**src/rtl/instr_mem_loader_pkg.sv**
```systemverilog
// Shared definitions for the instruction-memory boot loader: state encoding,
// word packing constants and the halt opcode used by program images.
package instr_mem_loader_pkg;

  typedef enum logic [2:0] {
    ST_IDLE   = 3'd0,
    ST_LOAD   = 3'd1,
    ST_WRITE  = 3'd2,
    ST_RUN    = 3'd3,
    ST_HALTED = 3'd4,
    ST_FAULT  = 3'd5
  } state_t;

  localparam int BYTES_PER_WORD = 4;
  localparam int DEFAULT_DEPTH  = 32;
  localparam logic [5:0] HALT_OPCODE = 6'b010011;

  // A load request is only meaningful for 1..depth words.
  function automatic logic count_ok(input int cnt, input int depth);
    return (cnt >= 1) && (cnt <= depth);
  endfunction

endpackage

```
**src/rtl/byte_word_assembler.sv**
```systemverilog
// Packs an MSB-first byte stream into 32-bit words; word_full flags the
// cycle in which the final byte of a word is being shifted in.
module byte_word_assembler
  import instr_mem_loader_pkg::*;
(
  input  logic        clock,
  input  logic        reset,
  input  logic        clear,
  input  logic        shift_en,
  input  logic [7:0]  byte_in,
  output logic [31:0] word,
  output logic        word_full
);

  localparam int CNT_W = $clog2(BYTES_PER_WORD);
  localparam logic [CNT_W-1:0] LAST_BYTE = CNT_W'(BYTES_PER_WORD - 1);

  logic [CNT_W-1:0] cnt_q;
  logic [31:0]      word_q;

  // Counter wraps to zero after the last byte, ready for the next word.
  always_ff @(posedge clock or negedge reset) begin
    if (!reset) begin
      cnt_q  <= '0;
      word_q <= '0;
    end else if (clear) begin
      cnt_q  <= '0;
      word_q <= '0;
    end else if (shift_en) begin
      cnt_q  <= cnt_q + 1'b1;
      word_q <= {word_q[23:0], byte_in};
    end
  end

  assign word      = word_q;
  assign word_full = shift_en && (cnt_q == LAST_BYTE);

endmodule

```
**src/rtl/instr_mem_loader.sv**
```systemverilog
// Boot sequencer: loads a byte-streamed program into instruction memory,
// then runs the processor and supervises it for halt and PC range faults.
module instr_mem_loader
  import instr_mem_loader_pkg::*;
#(
  parameter int DEPTH  = DEFAULT_DEPTH,
  parameter int ADDR_W = 5
) (
  input  logic              clock,
  input  logic              reset,
  input  logic              load_start,
  input  logic [ADDR_W:0]   word_count,
  input  logic              restart,
  input  logic [7:0]        rx_data,
  input  logic              rx_valid,
  output logic              rx_ready,
  output logic              mem_wr_en,
  output logic [ADDR_W-1:0] mem_wr_addr,
  output logic [31:0]       mem_wr_data,
  output logic [31:0]       mem_rd_addr,
  input  logic [31:0]       cpu_pc,
  input  logic              cpu_halt,
  output logic              cpu_run,
  output logic              load_done,
  output logic              load_err,
  output logic              pc_fault,
  output logic [2:0]        state
);

  localparam logic [31:0]   PC_LIMIT = 32'(DEPTH);
  localparam logic [ADDR_W:0] IDX_ONE = {{ADDR_W{1'b0}}, 1'b1};

  state_t            state_q, state_d;
  logic [ADDR_W:0]   count_q;
  logic [ADDR_W:0]   widx_q;
  logic              pc_fault_q;

  logic              load_ok;
  logic              accept_load;
  logic              set_fault;
  logic              byte_xfer;
  logic [31:0]       asm_word;
  logic              asm_full;

  assign load_ok   = load_start && count_ok(int'(word_count), DEPTH);
  assign byte_xfer = rx_valid && rx_ready;

  byte_word_assembler u_asm (
    .clock     (clock),
    .reset     (reset),
    .clear     (accept_load),
    .shift_en  (byte_xfer),
    .byte_in   (rx_data),
    .word      (asm_word),
    .word_full (asm_full)
  );

  always_ff @(posedge clock or negedge reset) begin
    if (!reset) begin
      state_q    <= ST_IDLE;
      count_q    <= '0;
      widx_q     <= '0;
      pc_fault_q <= 1'b0;
    end else begin
      state_q <= state_d;
      if (accept_load) begin
        count_q    <= word_count;
        widx_q     <= '0;
        pc_fault_q <= 1'b0;
      end else if (state_q == ST_WRITE) begin
        widx_q <= widx_q + IDX_ONE;
      end
      if (set_fault) begin
        pc_fault_q <= 1'b1;
      end
    end
  end

  always_comb begin
    state_d     = state_q;
    rx_ready    = 1'b0;
    mem_wr_en   = 1'b0;
    mem_wr_addr = '0;
    mem_wr_data = '0;
    mem_rd_addr = '0;
    cpu_run     = 1'b0;
    load_done   = 1'b0;
    load_err    = 1'b0;
    accept_load = 1'b0;
    set_fault   = 1'b0;

    case (state_q)
      ST_IDLE, ST_FAULT: begin
        if (load_start) begin
          if (load_ok) begin
            accept_load = 1'b1;
            state_d     = ST_LOAD;
          end else begin
            load_err = 1'b1;
          end
        end
      end

      // load_start has priority over restart, even when it is rejected.
      ST_HALTED: begin
        if (load_start) begin
          if (load_ok) begin
            accept_load = 1'b1;
            state_d     = ST_LOAD;
          end else begin
            load_err = 1'b1;
          end
        end else if (restart) begin
          state_d = ST_RUN;
        end
      end

      ST_LOAD: begin
        rx_ready = 1'b1;
        if (asm_full) begin
          state_d = ST_WRITE;
        end
      end

      ST_WRITE: begin
        mem_wr_en   = 1'b1;
        mem_wr_addr = widx_q[ADDR_W-1:0];
        mem_wr_data = asm_word;
        if ((widx_q + IDX_ONE) == count_q) begin
          load_done = 1'b1;
          state_d   = ST_RUN;
        end else begin
          state_d = ST_LOAD;
        end
      end

      // A PC fault outranks a simultaneous halt.
      ST_RUN: begin
        cpu_run     = 1'b1;
        mem_rd_addr = cpu_pc;
        if (cpu_pc >= PC_LIMIT) begin
          set_fault = 1'b1;
          state_d   = ST_FAULT;
        end else if (cpu_halt) begin
          state_d = ST_HALTED;
        end
      end

      default: begin
        state_d = ST_IDLE;
      end
    endcase
  end

  assign pc_fault = pc_fault_q;
  assign state    = state_q;

endmodule

```
**config.mk**
```make
export PLATFORM = sky130hd
export DESIGN_NAME = instr_mem_loader
export DESIGN_NICKNAME = d
export VERILOG_FILES = /design/src/rtl/instr_mem_loader_pkg.sv /design/src/rtl/byte_word_assembler.sv /design/src/rtl/instr_mem_loader.sv
export SDC_FILE = /design/constraint.sdc
export NUM_CORES = 1
export LEC_CHECK = 0
export BUFFER_PORTS_ARGS = -buffer_cell sky130_fd_sc_hd__buf_2
export CAP_MARGIN = 10
export CORE_MARGIN = 2
export CORE_UTILIZATION = 41
export DETAILED_ROUTE_END_ITERATION = 10
export PLACE_DENSITY = 0.79
export SETUP_SLACK_MARGIN = 0.05
export SLEW_MARGIN = 10
export SYNTH_ARGS = -nofsm -noshare
export SYNTH_HDL_FRONTEND = slang
export SYNTH_SLANG_ARGS = --single-unit
```
**constraint.sdc**
```tcl
create_clock -name clock -period 2.1 [get_ports clock]
set_clock_uncertainty 0.1 [all_clocks]
set_input_delay 0.315 -clock clock [delete_from_list [all_inputs] [get_ports clock]]
set_output_delay 0.315 -clock clock [all_outputs]
set_load 0.01 [all_outputs]
```
=== Word-level counts from Yosys, hierarchy flattened ===
Index checks and enable logic that the tools add are counted.

* Flip-flop bits (word level): 50
* Bits in latches: 0
* Bits in writable memories: 0
* Memory bits (read-only): 0
* Output and inout bits: 78
* Logic and storage cells: 66
* Memories kept: 0

* Add/sub/neg operators: 2
* $mul: 0
* Divide/modulo/power cells: 0
* Magnitude comparators: 3
* Equal/unequal tests: 11
* Shifts and indexed selects: 0
* Multiplexer cells: 33
* Bitwise gates (word level): 0
* Reduce and logical (&&, ||, !) cells: 11

{| class="wikitable"
|+ Operator list
! cell !! count
|-
| $mux W32 || 4
|-
| $ge A32 B6 Y1 const B || 1
|-
| $mux W3 || 7
|-
| $mux W1 || 15
|-
| $pmux W3 S5 || 1
|-
| $mux W6 || 2
|-
| $add A6 B1 Y6 const B || 1
|-
| $eq A3 B2 Y1 const B || 2
|-
| $eq A3 B3 Y1 const B || 2
|-
| $eq A6 B6 Y1 || 1
|-
| $ge A6 B1 Y1 const B || 1
|-
| $le A6 B6 Y1 const B || 1
|-
| $mux W2 || 3
|-
| $ne A3 B3 Y1 const B || 2
|-
| $reduce_bool A2 Y1 || 3
|-
| $mux W5 || 1
|-
| $logic_and A1 B1 Y1 || 4
|-
| $ne A2 B2 Y1 const B || 2
|-
| $reduce_and A4 Y1 || 1
|-
| $eq A3 B1 Y1 const B || 1
|-
| $logic_not A3 Y1 || 1
|-
| $reduce_or A3 Y1 || 1
|-
| $add A2 B1 Y2 const B || 1
|-
| $eq A2 B2 Y1 const B || 1
|-
| $reduce_or A2 Y1 || 1
|}

=== Logic depth before layout (Yosys ltp) ===
* Depth after elaboration: 8
* Depth in mapped cells: 8
* Gate-level depth less buffers: 6

=== Hierarchy ===
A second synthesis with hierarchy kept.

* Cells, all modules: 301
* Area total of the unflattened synthesis: 2945.3 um2

{| class="wikitable"
|+ By module, submodules not included
! module !! times used !! cells each !! area an instance (um2) !! seq. area each (um2)
|-
| instr_mem_loader || 1 || 189 || 1517.7 || 400.4
|-
| byte_word_assembler || 1 || 112 || 1427.6 || 850.8
|}

=== Least setup slack after synthesis ===
Ideal clock, no wire load.

* Path kind: reg-to-output
* Start point: register state_q[1], in the netlist state[1]
* End point: output load_done
* Arrival time: 1.568 ns
* Path slack: 0.117 ns
* Cell stages (with the launch flop): 7
* Cells stage by stage: dfrtp_1 > clkbuf_1 > nor3b_2 > nand4_1 > a221oi_1 > nand2_1 > nor2_1

* Word-level cells in the longest chain between the ends: 2

{| class="wikitable"
|+ Ends and longest elaborated chain
! what !! line !! source
|-
| start: declaration || instr_mem_loader.sv:33 || <nowiki>state_t state_q, state_d;</nowiki>
|-
| start signal: assignment || instr_mem_loader.sv:65 || <nowiki>state_q <= state_d;</nowiki>
|-
| $eq A3 B2 Y1 || instr_mem_loader.sv:92 || <nowiki>case (state_q)</nowiki>
|-
| $mux W1 || instr_mem_loader.sv:92 ||
|-
| end: declaration || instr_mem_loader.sv:24 || <nowiki>output logic load_done,</nowiki>
|}

Every way passes these cells.

=== Final worst setup path ===
* Start point: register widx_q[0]
* End point: output load_done

* Word-level cells in the longest chain between the ends: 4

{| class="wikitable"
|+ Ends and longest elaborated chain
! what !! line !! source
|-
| start: declaration || instr_mem_loader.sv:35 || <nowiki>logic [ADDR_W:0] widx_q;</nowiki>
|-
| start signal: assignment || instr_mem_loader.sv:71 || <nowiki>widx_q <= widx_q + IDX_ONE;</nowiki>
|-
| $add A6 B1 Y6 || instr_mem_loader.sv:129 || <nowiki>if ((widx_q + IDX_ONE) == count_q) begin</nowiki>
|-
| $eq A6 B6 Y1 || instr_mem_loader.sv:129 ||
|-
| $mux W1 || instr_mem_loader.sv:129 ||
|-
| $mux W1 || instr_mem_loader.sv:92 ||
|}

Every way passes these cells.

==> out/results.ini <==
[timing]
finalSetupTns_ns = -0.121
finalWorstSetupSlack_ns = -0.113
fin_hold_ws_ns = 0.135
hold_viol_final = 0
rsz0062_at_grt = true
fmax_ghz = 0.452
setup_viol = 2
max_slew_margin = 0.623
fin_crit_ns = 2.21
fin_crit_sh = 1.05
drv_slew = 0
tightest_slew_ns = 0.565

[floorplanning]
core-area_um2 = 7210
rows = 31
ios = 130
fp.dieW_um = 90.1
chipHeight_um = 90.1
die_area_um2 = 8110
initial_core_util = 0.421

[final_layout]
nFillCells = 618
drive_gt1_frac = 0.502
stdcell_area_um2 = 4540
syn_to_final_growth_pct = 49.6
stdcell_count = 593
utilization = 0.630
diodes = 0
finalNetCount = 547

[critical_path]
endpoint_kind = output pin
crit_arrival_ns = 1.80
cp_cell_sequence = ha_4 > xnor2_2 > nand4_1 > a221oi_2 > nand2_1 > nor2_1 > buf_2
max_stage_delay_ns = 0.42
r2r_slack_ns = 0.10
start_kind = register
slowest_stage = dfrtp_1
worstSetupPathType = reg2out
cp.required_ns = 1.68
path_max_fanout = 2

[synth]
syn_nets = 401
ys_warn_count = 0
post_synth.cell_area_avg_um2 = 8.75
synth_cells = 347
synthFlopType = dfrtp_1
seq_area_frac_synth = 0.412
synth-edff-count = 0
netlist_area_um2 = 3040
yosysUniqueCellTypes = 43
synth-seq-cells = 50
async_flop_share = 1.00

[job]
maxCapViolCount = 0

[global_route]
grt_max_degree = 36
antenna_found_initial = 0
grt_usage = 0.211
grt_pass1_wl_mm = 14.0
grt_pass1_vias = 2772
gr-total-overflow = 0

[placed_design]
place_congestion = 0.804
placed_cell_area_um2 = 3870
pre_cts_ws_ns = -0.0232
hpwl_mm = 5.95
placed_cells = 564
port-buffer-count = 129

[route]
drcViolationCount = 0
vias_per_cell = 5.23
dr.pass1.iters = 5
ant_nets = 0
vias = 3101
drtIter0Drc = 170
routedWlPerCell_um = 17.1
wirelength_mm = 10.2

[power]
total_power_mw = 4.53
cellPowerDensity_nw_per_um2 = 996
max-vdd-ir-drop_v = 0.000386
leakage_nw = 2.20

[clock_tree]
numCtsBuffers = 5
cts_tree = built
cts_max_level = 2
cts.sinks = 50
clk_pin_slew_ns = 0.09
insertion_delay_ns = 0.31
clock-root-buffer = clkbuf_8
clockBufferDepth = 2

[worst_hold_path]
hp-class = in2reg

[status]
violations = negative setup slack
status = finished, violations left

==> report_power, final <==
part | switching (mW) | total [mW] | internal [mW]
clock | 0.336 | 0.601 | 0.266
combinational | 1.15 | 2.31 | 1.16
sequential | 0.301 | 1.62 | 1.32
==> flip-flops by register name (all words and copies together) (netlist names) <==
name         cells
u_asm.word      32
count_q          6
widx_q           6
state            3
u_asm.cnt_q      2
pc_fault         1
==> routing by layer <==
layer / GRT usage / share of wire
met3: 0.0444 / 0.063
met1: 0.288 / 0.41
met5: 0 / 0
met4: 0.0641 / 0.026
met2: 0.337 / 0.50
==> worst max-delay path, delay by kind of cell, from the launching register on <==
kind	cells	cell delay, ns
flops	1	0.42
fa+ha+maj	1	0.29
buf+inv	1	0.15
simple gates	3	0.33
compound gates	1	0.20
xor+xnor	1	0.10
==> Yosys cell counts (3+ instances only) <==
cell type / instances / share of area
inv_1: 4 / 0.0049
a21oi_2: 30 / 0.087
o21ai_1: 3 / 0.0049
xnor2_1: 6 / 0.017
o21ai_0: 3 / 0.0049
buf_6: 5 / 0.019
mux2_4: 5 / 0.025
a21oi_1: 10 / 0.016
nand4_1: 5 / 0.010
nor4_1: 8 / 0.016
xor2_1: 6 / 0.017
nand3_1: 7 / 0.012
nor2_1: 12 / 0.015
dfrtp_1: 50 / 0.41
and2_1: 70 / 0.14
clkbuf_1: 18 / 0.022
nand2_1: 76 / 0.094
==> final timing paths <==
check / start / end / cells after the start
hold / removal: rx_data[3] / u_asm.word[3] / 3
max in group asynchronous: reset / state[2] / 3
min in group asynchronous: reset / u_asm.word[20] / 2
hold reg to reg: u_asm.word[26] / u_asm.word[26] / 2
setup reg to reg: state[2] / state[2] / 6
setup / recovery: widx_q[0] / load_done / 7
==> cells in the final DEF (no fill, tap or decap), types with 2 or more instances in the layout <==
cell	count
nand4_1	5
buf_2	105
nand3_1	6
inv_1	4
nor2_4	2
buf_6	28
and2_1	46
dfrtp_1	46
a21oi_2	30
clkbuf_16	6
a21oi_1	10
o21ai_1	3
nor2_1	11
clkbuf_8	6
o21ai_0	3
nand2_1	76
buf_4	17
buf_12	7
nor4_1	8
xor2_1	6
and2_4	24
dfrtp_2	4
xnor2_1	5
mux2_4	5
==> cell families (layout without fill, tap and decap cells) <==
| group | after synthesis | count (layout) | synth area share |
|---|---|---|---|
| multiplexers | 8 | 8 | 0.0354 |
| AND/OR/NAND/NOR | 190 | 190 | 0.320 |
| buffers and inverters | 30 | 177 | 0.0499 |
| XOR/XNOR | 13 | 13 | 0.0400 |
| flip-flops | 50 | 50 | 0.412 |
| AO/OA/AOI/OAI | 54 | 54 | 0.134 |
| adder cells (fa/ha/maj) | 2 | 2 | 0.00824 |
==> final cells by class <==
class | instances | area [um2] | share of cell area
Multi-Input combinational cell | 267 | 1760 | 0.387
Clock buffer | 6 | 82.6 | 0.0182
Tap cell | 99 | 124 | 0.0273
Clock inverter | 2 | 12.5 | 0.00275
Sequential cell | 50 | 1260 | 0.277
Timing Repair Buffer | 165 | 1300 | 0.285
Inverter | 4 | 15.0 | 0.00330
==> timing repair <==
action                                 4_1_cts  5_1_grt
setup buffers                                8        4
hold buffers                                 1        0
gates cloned                                 1        9
gates resized for setup                      5       63
setup endpoints to repair                   17       72
endpoints found under the hold margin       22        0
pin swaps                                    6       23
No activity file was read; power rests on OpenSTA's default activity.
